[src/rtl/gcm_pkg.sv]
// Shared types and constants for the gcm output path: block/word widths,
// the serializer FSM encoding and the FIFO entry layout.
package gcm_pkg;

  localparam int GCM_BLK_BITS   = 128;
  localparam int AXIS_WORD_BITS = 32;

  typedef enum logic {
    IDLE = 1'b0,
    SEND = 1'b1
  } state_t;

  typedef struct packed {
    logic                    last;
    logic [GCM_BLK_BITS-1:0] blk;
  } fifo_entry_t;

endpackage

[src/rtl/sync_fifo.sv]
// Single-clock FIFO with registered occupancy count, full/empty flags and
// simultaneous push/pop; a push into a full FIFO is accepted only alongside a pop.
module sync_fifo #(
  parameter  int WIDTH = 8,
  parameter  int DEPTH = 4,
  localparam int AW    = $clog2(DEPTH),
  localparam int CW    = AW + 1
) (
  input  logic             clk,
  input  logic             reset,
  input  logic             i_push,
  input  logic [WIDTH-1:0] i_data,
  input  logic             i_pop,
  output logic [WIDTH-1:0] o_data,
  output logic             o_full,
  output logic             o_empty,
  output logic [CW-1:0]    o_count,
  output logic [CW-1:0]    o_count_next
);

  logic [WIDTH-1:0] r_mem [DEPTH];
  logic [AW-1:0]    r_wr_ptr;
  logic [AW-1:0]    r_rd_ptr;
  logic [CW-1:0]    r_count;
  logic [CW-1:0]    w_count_next;
  logic             w_pop_ok;
  logic             w_push_ok;

  assign o_empty   = (r_count == '0);
  assign o_full    = (r_count == CW'(DEPTH));
  assign w_pop_ok  = i_pop && !o_empty;
  assign w_push_ok = i_push && (!o_full || w_pop_ok);

  always_comb begin
    w_count_next = r_count;
    case ({w_push_ok, w_pop_ok})
      2'b10:   w_count_next = r_count + CW'(1);
      2'b01:   w_count_next = r_count - CW'(1);
      default: w_count_next = r_count;
    endcase
  end

  // Pointers are exactly AW bits wide, so DEPTH being a power of two makes them wrap for free.
  always_ff @(posedge clk) begin
    if (reset) begin
      r_wr_ptr <= '0;
      r_rd_ptr <= '0;
      r_count  <= '0;
    end else begin
      if (w_push_ok) r_wr_ptr <= r_wr_ptr + AW'(1);
      if (w_pop_ok)  r_rd_ptr <= r_rd_ptr + AW'(1);
      r_count <= w_count_next;
    end
  end

  always_ff @(posedge clk) begin
    if (w_push_ok) r_mem[r_wr_ptr] <= i_data;
  end

  assign o_data       = r_mem[r_rd_ptr];
  assign o_count      = r_count;
  assign o_count_next = w_count_next;

endmodule

[src/rtl/gcm_out_serializer.sv]
// Captures gcm output blocks on the store strobe, buffers them (the core cannot stall)
// and emits them MS word first on an AXI4-Stream master, tlast on the tag's final word.
module gcm_out_serializer
  import gcm_pkg::*;
#(
  parameter  int BLK_BITS     = GCM_BLK_BITS,
  parameter  int WORD_BITS    = AXIS_WORD_BITS,
  parameter  int FIFO_DEPTH   = 4,
  parameter  int AFULL_MARGIN = 1,
  localparam int CW           = $clog2(FIFO_DEPTH) + 1
) (
  input  logic                 clk,
  input  logic                 reset,
  input  logic [BLK_BITS-1:0]  in_blk,
  input  logic                 in_store,
  input  logic                 in_last,
  output logic                 in_afull,
  output logic                 overflow,
  output logic [CW-1:0]        fifo_count,
  output logic [WORD_BITS-1:0] m_axis_tdata,
  output logic                 m_axis_tvalid,
  input  logic                 m_axis_tready,
  output logic                 m_axis_tlast
);

  localparam int NWORDS = BLK_BITS / WORD_BITS;
  localparam int CNT_W  = (NWORDS > 1) ? $clog2(NWORDS) : 1;
  localparam int EW     = BLK_BITS + 1;

  state_t              r_state;
  logic [BLK_BITS-1:0] r_shift;
  logic                r_last;
  logic [CNT_W-1:0]    r_cnt;
  logic                r_tvalid;
  logic                r_tlast;
  logic                r_overflow;
  logic                r_afull;

  logic                w_hs;
  logic                w_final;
  logic                w_slot;
  logic                w_pop;
  logic                w_bypass;
  logic                w_load;
  logic                w_push;
  logic                w_full;
  logic                w_empty;
  logic [EW-1:0]       w_head;
  logic [BLK_BITS-1:0] w_load_blk;
  logic                w_load_last;
  logic [CW-1:0]       w_count;
  logic [CW-1:0]       w_count_next;

  assign w_hs    = r_tvalid && m_axis_tready;
  assign w_final = w_hs && (r_cnt == CNT_W'(NWORDS - 1));

  // A new block may enter the shift register when idle or as the current one finishes;
  // the FIFO head always has priority so ordering is preserved.
  assign w_slot   = (r_state == IDLE) || w_final;
  assign w_pop    = w_slot && !w_empty;
  assign w_bypass = w_slot && w_empty && in_store;
  assign w_load   = w_pop || w_bypass;
  assign w_push   = in_store && !w_bypass;

  assign w_load_blk  = w_pop ? w_head[BLK_BITS-1:0] : in_blk;
  assign w_load_last = w_pop ? w_head[BLK_BITS]     : in_last;

  sync_fifo #(
    .WIDTH (EW),
    .DEPTH (FIFO_DEPTH)
  ) u_fifo (
    .clk          (clk),
    .reset        (reset),
    .i_push       (w_push),
    .i_data       ({in_last, in_blk}),
    .i_pop        (w_pop),
    .o_data       (w_head),
    .o_full       (w_full),
    .o_empty      (w_empty),
    .o_count      (w_count),
    .o_count_next (w_count_next)
  );

  always_ff @(posedge clk) begin
    if (reset) begin
      r_state  <= IDLE;
      r_shift  <= '0;
      r_last   <= 1'b0;
      r_cnt    <= '0;
      r_tvalid <= 1'b0;
      r_tlast  <= 1'b0;
    end else begin
      case (r_state)
        IDLE: begin
          if (w_load) begin
            r_state  <= SEND;
            r_shift  <= w_load_blk;
            r_last   <= w_load_last;
            r_cnt    <= '0;
            r_tvalid <= 1'b1;
            r_tlast  <= w_load_last && (NWORDS == 1);
          end
        end
        SEND: begin
          if (w_hs) begin
            if (w_load) begin
              r_shift  <= w_load_blk;
              r_last   <= w_load_last;
              r_cnt    <= '0;
              r_tlast  <= w_load_last && (NWORDS == 1);
            end else if (w_final) begin
              r_state  <= IDLE;
              r_tvalid <= 1'b0;
              r_tlast  <= 1'b0;
            end else begin
              r_shift  <= r_shift << WORD_BITS;
              r_cnt    <= r_cnt + CNT_W'(1);
              r_tlast  <= r_last && (r_cnt == CNT_W'(NWORDS - 2));
            end
          end
        end
        default: r_state <= IDLE;
      endcase
    end
  end

  // A pop in the same cycle frees the slot, so only a push with no pop on a full FIFO is lost.
  always_ff @(posedge clk) begin
    if (reset) begin
      r_overflow <= 1'b0;
      r_afull    <= 1'b0;
    end else begin
      if (w_push && w_full && !w_pop) r_overflow <= 1'b1;
      r_afull <= ((FIFO_DEPTH - int'(w_count_next)) <= AFULL_MARGIN);
    end
  end

  assign in_afull      = r_afull;
  assign overflow      = r_overflow;
  assign fifo_count    = w_count;
  assign m_axis_tdata  = r_shift[BLK_BITS-1 -: WORD_BITS];
  assign m_axis_tvalid = r_tvalid;
  assign m_axis_tlast  = r_tlast;

endmodule

[config.mk]
export PLATFORM = sky130hd
export DESIGN_NAME = gcm_out_serializer
export DESIGN_NICKNAME = d
export VERILOG_FILES = /design/src/rtl/gcm_pkg.sv /design/src/rtl/sync_fifo.sv /design/src/rtl/gcm_out_serializer.sv
export SDC_FILE = /design/constraint.sdc
export NUM_CORES = 1
export LEC_CHECK = 0
export BUFFER_PORTS_ARGS = -buffer_cell sky130_fd_sc_hd__buf_2
export CORE_AREA = 2 2 213 267
export CTS_BUF_LIST = sky130_fd_sc_hd__clkbuf_8
export DETAILED_ROUTE_END_ITERATION = 10
export DIE_AREA = 0 0 215 269
export SETUP_SLACK_MARGIN = 0.2
export SLEW_MARGIN = 20
export SYNTH_ARGS = -nofsm -noshare
export SYNTH_HDL_FRONTEND = slang
export SYNTH_SLANG_ARGS = --single-unit
[constraint.sdc]
create_clock -name clk -period 12.8 [get_ports clk]
set_input_delay 2.56 -clock clk [delete_from_list [all_inputs] [get_ports clk]]
set_output_delay 2.56 -clock clk [all_outputs]
set_load 0.02 [all_outputs]
==> results of run 1 <==
-- power by group through the flow --
stage          registers [W]  clock network (W)  logic, W
2_1_floorplan        0.00262                  0  0.000675
3_3_place_gp         0.00268                  0  0.000873
3_5_place_dp         0.00269                  0  0.000885
4_1_cts              0.00264            0.00174  0.000889
5_1_grt              0.00266            0.00183  0.000945
6_report             0.00264            0.00170  0.000875
-- flip-flops by register name, indices dropped and copies added, names as in the netlist, named ones only --
signal,count
r_cnt,2
in_afull,1
u_fifo.r_mem,516
m_axis_tlast,1
r_state,1
u_fifo.r_wr_ptr,2
r_last,1
u_fifo.o_count,3
u_fifo.r_rd_ptr,2
overflow,1
r_shift,128
m_axis_tvalid,1
-- worst paths after layout --
path                    endpoint  slack [ns]         startpoint  cells after the start
min                  r_shift[31]        0.46        r_shift[31]                      1
min reg2reg          r_shift[31]        0.46        r_shift[31]                      1
max          u_fifo.r_mem[0][70]        7.93           in_store                      4
max reg2reg  u_fifo.r_mem[0][70]        9.00  u_fifo.o_count[0]                      4
-- layout make-up --
cell class	instances	area, sq um
Tap cell	742	928
Antenna cell	5	12.5
Inverter	4	15.0
Multi-Input combinational cell	697	6580
Timing Repair Buffer	192	1060
Clock inverter	67	345
Sequential cell	661	18400
Fill cell	4647	26600
Clock buffer	120	1650
-- metrics by stage --
stage               total power, W  utilization (%)  setup WS [ns]
finish                     0.00522             52.2           7.93
global route               0.00543             52.1           7.84
CTS                        0.00527             52.1           7.97
detailed placement         0.00357             48.5           7.22
global placement           0.00355             48.4           6.73
floorplan                  0.00330                -           6.01
-- layout by cell type, fill, tap and decap left out, drive strengths merged, types with 2 or more instances in the layout --
cell type  synthesis  final
a22oi             53     53
bufinv             0      2
a221o             39     39
dfxtp            145    145
o2bb2ai           32     32
nand2             42     42
a2111oi            6      6
nor2              38     38
edfxtp           516    516
nor3               2      2
a41oi              2      2
xor2               3      3
mux4             130    130
inv                4     43
a21oi            124    124
nand2b             2      2
xnor2              4      4
clkinvlp           0      6
a211oi             2      2
clkbuf            75    120
ha                 6      6
and3              84     84
nand3b             7      7
o22ai             53     53
clkinv             0     20
and2               5      5
buf               79    192
mux2i              3      3
o21ai              8      8
nand3             40     40
nor2b              2      2
diode              0      5
-- logic make-up after synthesis --
| group | Yosys count | share of synthesized area [%] |
|---|---|---|
| xor gates and xnor gates | 7 | 0.238 |
| buffers and inverters | 158 | 3.29 |
| adders and majority gates | 7 | 0.369 |
| AOI/OAI and AO/OA | 324 | 8.58 |
| DFF | 661 | 71.4 |
| muxes | 134 | 11.5 |
| and+or+nand+nor | 225 | 4.64 |
-- worst reg2reg max path, stage by stage, from the launching register on --
cell	delay, ns
dfxtp_1	0.67
or3_4	0.84
o211a_1	0.39
and2_4	0.52
buf_4	0.91
-- layer usage --
metal  vias up  part of all wire [%]  global-route usage [%]
li1       6429                     -                       -
met1      7535                    44                    30.5
met2       522                    48                    34.6
met3        91                   6.4                    3.93
met4        14                   2.0                    7.46
met5         -                  0.14                       0
==> metrics.yaml, run 1 <==
power.net_switching_w: 0.00145
netlist_area_sq_um: 25800
hold_path.class: "register to register"
htreeDepth: 3
grtUsageTotal_pct: 21.7
fin_area_sq_um: 29000
grt_max_degree: 78
die-area_sq_um: 57800
cts_buffers: 99
synth-seq-cells: 661
clkPwrFrac_pct: 32.6
skew_ns: 0.0281
finalHoldViolations: 0
crit_path_end_kind: "register"
num_vias: 14600
synth_cell_types: 46
cts_tree: "done"
synth_common_cells: "edfxtp_1, dfxtp_1, mux4_2"
syn_inst: 1516
dp_hpwl_mm: 36.1
crit_buf_inv: 2
fmax_ghz: 0.205
synth_area_leaders: "edfxtp_1, mux4_2, dfxtp_1"
leakagePower_nw: 9.85
cts_sinks: 661
post_dp_cell_area_sq_um: 27000
critical_path.max_fanout: 71
period_needed_ns: 4.87
cp.arrival_ns: 5.16
ir_worst_vdd_mv: 0.0846
syn_nets: 1656
path_clk_slew_ns: 0.06
yosys.area.top_type: "edfxtp_1"
cellPowerDensity_nw_per_um2: 180
antenna_found_initial: 16
synth_ff_type: "edfxtp_1"
root_buffer: "clkbuf_8"
ctsHoldBuffers: 0
fin_nets: 1795
critPathMostFrequentCell: "buf_4"
grt_overflow: 0
status: "finished clean"
drtIter0Drc: 1412
critPathRequiredTime_ns: 13.09
swShare_pct: 27.9
rows: 97
p_comb_share_pct: 16.8
cp_cell_sequence: "buf_4 > o211a_1 > and2_4 > buf_4"
drive_gt1_share_pct: 27.6
num_io_pins: 172
avgViaCountPerCell: 5.86
tns_ns: 0
setup_viol: 0
rsz0062_at_grt: "no"
slowest_stage: "buf_4"
final_cells: 2488
p_int_w: 0.00376
grt_pass1_wl_mm: 93.7
yosysTopAreaCellShare_pct: 60.1
start_util_pct: 46.4
wire_per_inst_um: 25.5
place_inst: 2296
cts_buffer_depth: 3
gp_congestion: 0.732
ys_seq_area_share_pct: 71.4
crit_family: "buffers and inverters"
die-width_um: 215
maxSlewHeadroom_pct: 24.0
synth_edf_count: 516
cap_violations: 0
slew_viol_final: 0
async_reset_ff_share_pct: 0
core_area_sq_um: 55600
drt_wl_total_mm: 63.4
worst_path_largest_cell_delay_ns: 0.91
final_antenna_net_count: 0
cts_resized: 0
syn_to_final_growth_pct: 12.5
yosysMostFrequentCell: "edfxtp_1"
synth.avg_cell_area_sq_um: 17.0
die_h_um: 269
whs_ns: 0.464
crit_path_start_kind: "primary input"
clk_latency_ns: 0.69
yosysWarnings: 0
seq_power_share_pct: 50.6
period_share_pct: 38.0
firstDrtPassIters: 5
io_buffers: 171
drcViolationCount: 0
worst_pin_slew_ns: 1.14
grt_pass1_vias: 14600
crit_type: "primary input to register"
postCtsSetupBuffers: 0
Note: power is estimated with default switching activity, not from simulation.
==> run 2, diff against run 1 <==
==> constraint.sdc (replaced) <==
create_clock -name clk -period 4.8 [get_ports clk]
set_input_delay 0.96 -clock clk [delete_from_list [all_inputs] [get_ports clk]]
set_output_delay 0.96 -clock clk [all_outputs]
set_load 0.02 [all_outputs]
==> metrics.yaml, run 2 (same netlist as run 1, synthesis figures left out) <==
clk_latency_ns: 0.69
skew_ns: 0.0323
top_register: "u_fifo.r_mem"
grt_pass1_vias: 14900
num_io_pins: 172
avgViaCountPerCell: 5.92
hold_path.class: "register to register"
period_share_pct: 67.0
io_buffers: 171
core_area_sq_um: 55600
min_path_cells: 1
start_util_pct: 46.4
status: "finished clean"
antenna_found_initial: 14
firstDrtPassIters: 5
dp_hpwl_mm: 38.1
slew_viol_final: 0
seq_area_sq_um: 18400
drtIter0Drc: 1266
worst_pin_slew_ns: 1.11
whs_endpoint: "r_shift[8]"
grt_overflow: 0
grt_max_degree: 67
period_needed_ns: 3.22
ir_worst_vdd_mv: 0.267
syn_to_final_growth_pct: 13.2
regToRegSetupSlack_ns: 1.58
reg2regPathDepth: 4
grtUsageTotal_pct: 22.2
fmax_ghz: 0.311
final_common_cell: "edfxtp_1"
finalHoldViolations: 0
final_cell_mix: "edfxtp_1, buf_2, dfxtp_1"
cts_buffers: 98
die_h_um: 269
tns_ns: 0
cap_violations: 0
rsz0062_at_grt: "no"
wire_per_inst_um: 25.8
critical_path.max_fanout: 46
cellPowerDensity_nw_per_um2: 477
root_buffer: "clkbuf_8"
largest_reg_flops: 516
reg2reg_from: "u_fifo.o_count[0]"
rows: 97
multi_input_area_sq_um: 6580
grt_pass1_wl_mm: 95.7
cts_tree: "done"
drive_gt1_share_pct: 28.0
fill_cells: 4631
htreeDepth: 3
leakagePower_nw: 9.91
cts_sinks: 661
crit_path_end_kind: "register"
crit_path_start_kind: "register"
drt_wl_total_mm: 64.4
fin_nets: 1808
cp.arrival_ns: 3.54
cts_resized: 0
die-width_um: 215
utilization_pct: 52.5
ctsHoldBuffers: 0
drcViolationCount: 0
setup_viol: 0
slowest_stage: "and2_4"
cts_buffer_depth: 3
crit_type: "register to register"
hp-start: "r_shift[8]"
maxSlewHeadroom_pct: 26.1
gp_congestion: 0.755
path_clk_slew_ns: 0.07
critPathRequiredTime_ns: 5.13
cp_cell_sequence: "or3_4 > o211a_1 > and2_4 > buf_4"
num_vias: 14800
worst_path_largest_cell_delay_ns: 0.74
final_antenna_net_count: 0
r2r_end: "u_fifo.r_mem[1][51]"
die-area_sq_um: 57800
postCtsSetupBuffers: 0
[run 2: cell count changes in the layout (fill, tap and decap cells not counted), sizes merged]
cell      previous run  this run
clkinvlp             6         3
clkbuf             120       116
clkinv              20        31
buf                192       206
diode                5         7
bufinv               2         3
inv                 43        34
[run 2: per-layer routing]
layer	wire length, um	share of wire (%)	global-route usage, %
met1	27700	43	30.8
met2	31300	49	35.7
met3	4220	6.5	4.13
met4	1270	2.0	7.72
met5	27	0.042	0
[run 2: power by group]
group	total, W	internal (W)	switching [W]
sequential	0.00705	0.00671	0.000340
combinational	0.00236	0.000987	0.00138
clock	0.00451	0.00237	0.00214
[run 2: area by class of cell]
class                           count  area share, %
Clock buffer                      116           5.47
Sequential cell                   661           63.1
Inverter                            4         0.0514
Clock inverter                     67           1.27
Timing Repair Buffer              206           4.37
Tap cell                          742           3.18
Antenna cell                        7         0.0600
Multi-Input combinational cell    697           22.5
[run 2: how the worst max path moves through the flow]
stage / from / to / cells past startpoint
floorplan: in_store / u_fifo.r_mem[0][0] / 4
global placement: m_axis_tready / u_fifo.r_mem[1][21] / 6
detailed placement: m_axis_tready / u_fifo.r_mem[1][16] / 6
CTS: u_fifo.o_count[0] / u_fifo.r_mem[1][16] / 4
global route: u_fifo.o_count[0] / u_fifo.r_mem[1][51] / 4
finish: u_fifo.o_count[0] / u_fifo.r_mem[1][51] / 4
[run 2: critical path, delay by kind of cell (launching register included)]
kind	cells	cell delay [ns]
flip-flops	1	0.66
AO/OA/AOI/OAI	1	0.33
buffers and inverters	1	0.47
AND/OR/NAND/NOR	2	1.37
[run 2: per-stage QoR]
stage	instance area [sq um]	power (W)	setup WS, ns	hold WS (ns)	instances
final	29200	0.0139	1.58	0.466	2500
after global routing	29200	0.0145	1.48	0.473	2498
after CTS	29200	0.0140	1.57	0.444	2493
after detailed placement	27200	0.00955	1.34	0.447	2310
after global placement	27100	0.00951	1.34	0.446	2308
after floorplan	25800	0.00877	1.06	0.433	1516
==> run 3, diff against run 2 <==
==> constraint.sdc (replaced) <==
create_clock -name clk -period 3.34 [get_ports clk]
set_input_delay 0.668 -clock clk [delete_from_list [all_inputs] [get_ports clk]]
set_output_delay 0.668 -clock clk [all_outputs]
set_load 0.02 [all_outputs]
==> metrics.yaml, run 3 (same netlist as run 1, synthesis figures left out) <==
path_clk_slew_ns: 0.06
leakagePower_nw: 10.1
cts_buffer_depth: 3
cap_violations: 0
fmax_ghz: 0.391
fill_cells: 4593
maxSlewHeadroom_pct: 30.5
period_share_pct: 76.6
firstDrtPassIters: 5
setup_viol: 0
ctsHoldBuffers: 0
grtUsageMet2_pct: 35.2
clkPwrFrac_pct: 33.2
p_int_w: 0.0148
status: "finished clean"
die-area_sq_um: 57800
crit_type: "register to register"
die_h_um: 269
swShare_pct: 27.3
power.net_switching_w: 0.00555
grt_max_degree: 103
rows: 97
fin_nets: 1820
htreeDepth: 3
crit_path_end_kind: "register"
grtUsageMet3_pct: 4.25
finalHoldViolations: 0
drtIter0Drc: 1331
cts_buffers: 101
ir_worst_vdd_mv: 0.324
num_vias: 14800
cp.arrival_ns: 3.15
final_cell_mix: "edfxtp_1, buf_2, dfxtp_1"
worst_pin_slew_ns: 1.04
final_antenna_net_count: 0
critical_path.max_fanout: 70
cellPowerDensity_nw_per_um2: 689
cp_cell_sequence: "or3_4 > nor2_8 > a22oi_4 > nor2_4 > buf_4 > a221o_1"
grt_pass1_vias: 14900
cts_resized: 0
avgViaCountPerCell: 5.88
start_util_pct: 46.4
slowest_stage: "buf_4"
grt_pass1_wl_mm: 96.7
cts_tree: "done"
place_inst: 2319
num_io_pins: 172
skew_ns: 0.0387
postCtsSetupBuffers: 0
top_register: "u_fifo.r_mem"
drive_gt1_share_pct: 28.4
syn_to_final_growth_pct: 14.6
core_area_sq_um: 55600
grt.busiest_layer: "met2"
drt_wl_total_mm: 65.1
gp_congestion: 0.760
crit_path_start_kind: "register"
final_common_cell: "edfxtp_1"
drcViolationCount: 0
seq_power_share_pct: 49.5
largest_reg_flops: 516
worst_path_largest_cell_delay_ns: 0.78
p_comb_share_pct: 17.3
hold_path.class: "primary input to register"
final_cells: 2516
die-width_um: 215
root_buffer: "clkbuf_8"
wire_per_inst_um: 25.9
slew_viol_final: 0
use_met1_pct: 31.3
io_buffers: 171
dp_hpwl_mm: 38.6
grtUsageTotal_pct: 22.4
period_needed_ns: 2.56
rsz0062_at_grt: "no"
grt_overflow: 0
clk_latency_ns: 0.69
tns_ns: 0
critPathRequiredTime_ns: 3.93
cts_sinks: 661
antenna_found_initial: 18
run 3: cell types whose count changed in the layout (fill, tap and decap cells not counted), moves of 2 or more:
cell / before / now
buf_12: 9 / 27
buf_16: 2 / 0
buf_4: 26 / 19
bufinv_16: 3 / 5
clkbuf_8: 116 / 121
clkinv_2: 12 / 9
diode_2: 7 / 10
inv_1: 31 / 35
inv_6: 3 / 0
run 3: power by group through the flow:
stage / logic, W / registers, W / clock network, W
floorplan: 0.00259 / 0.0100 / 0
global placement: 0.00352 / 0.0102 / 0
detailed placement: 0.00356 / 0.0102 / 0
CTS: 0.00357 / 0.0101 / 0.00690
global route: 0.00382 / 0.0101 / 0.00725
finish: 0.00353 / 0.0101 / 0.00675
run 3: metal layers:
| layer | wire [um] | vias up |
|---|---|---|
| met5 | 43 | - |
| met3 | 4720 | 99 |
| met1 | 27700 | 7632 |
| met4 | 1610 | 8 |
| met2 | 31000 | 572 |
| li1 | - | 6488 |
run 3: worst max-delay path, delay by kind of cell, from the launching register on:
| family | cells | cell delay (ns) |
|---|---|---|
| buf+inv | 1 | 0.78 |
| flops | 1 | 0.45 |
| compound gates | 2 | 0.40 |
| simple gates | 3 | 0.80 |
run 3: per-stage QoR:
stage	hold slack, ns	util [%]	total power [W]	instance area [sq um]	worst slack, ns
global route	0.191	53.1	0.0212	29500	0.634
detailed placement	0.447	49.4	0.0138	27500	0.571
CTS	0.144	53.1	0.0205	29500	0.778
floorplan	0.433	-	0.0126	25800	-0.111
global placement	0.445	49.4	0.0137	27500	0.592
finish	0.216	53.2	0.0204	29500	0.781
run 3: worst paths after layout:
| kind | start | endpoint | slack, ns | cells after the start |
|---|---|---|---|---|
| setup / recovery | u_fifo.o_count[0] | r_shift[125] | 0.78 | 6 |
| hold reg to reg | r_shift[0] | r_shift[0] | 0.47 | 1 |
| setup reg to reg | u_fifo.o_count[0] | r_shift[125] | 0.78 | 6 |
| hold / removal | in_blk[118] | u_fifo.r_mem[3][118] | 0.22 | 1 |
run 3: layout make-up:
class                      count  area (sq um)  area share (%)
clock buffer                 121          1670            5.64
antenna                       10          25.0          0.0847
tap                          742           928            3.14
inverter                       4          15.0          0.0508
multi-input combinational    697          6580            22.3
clock inverter                66           400            1.36
timing repair buffer         215          1530            5.18
sequential                   661         18400            62.3
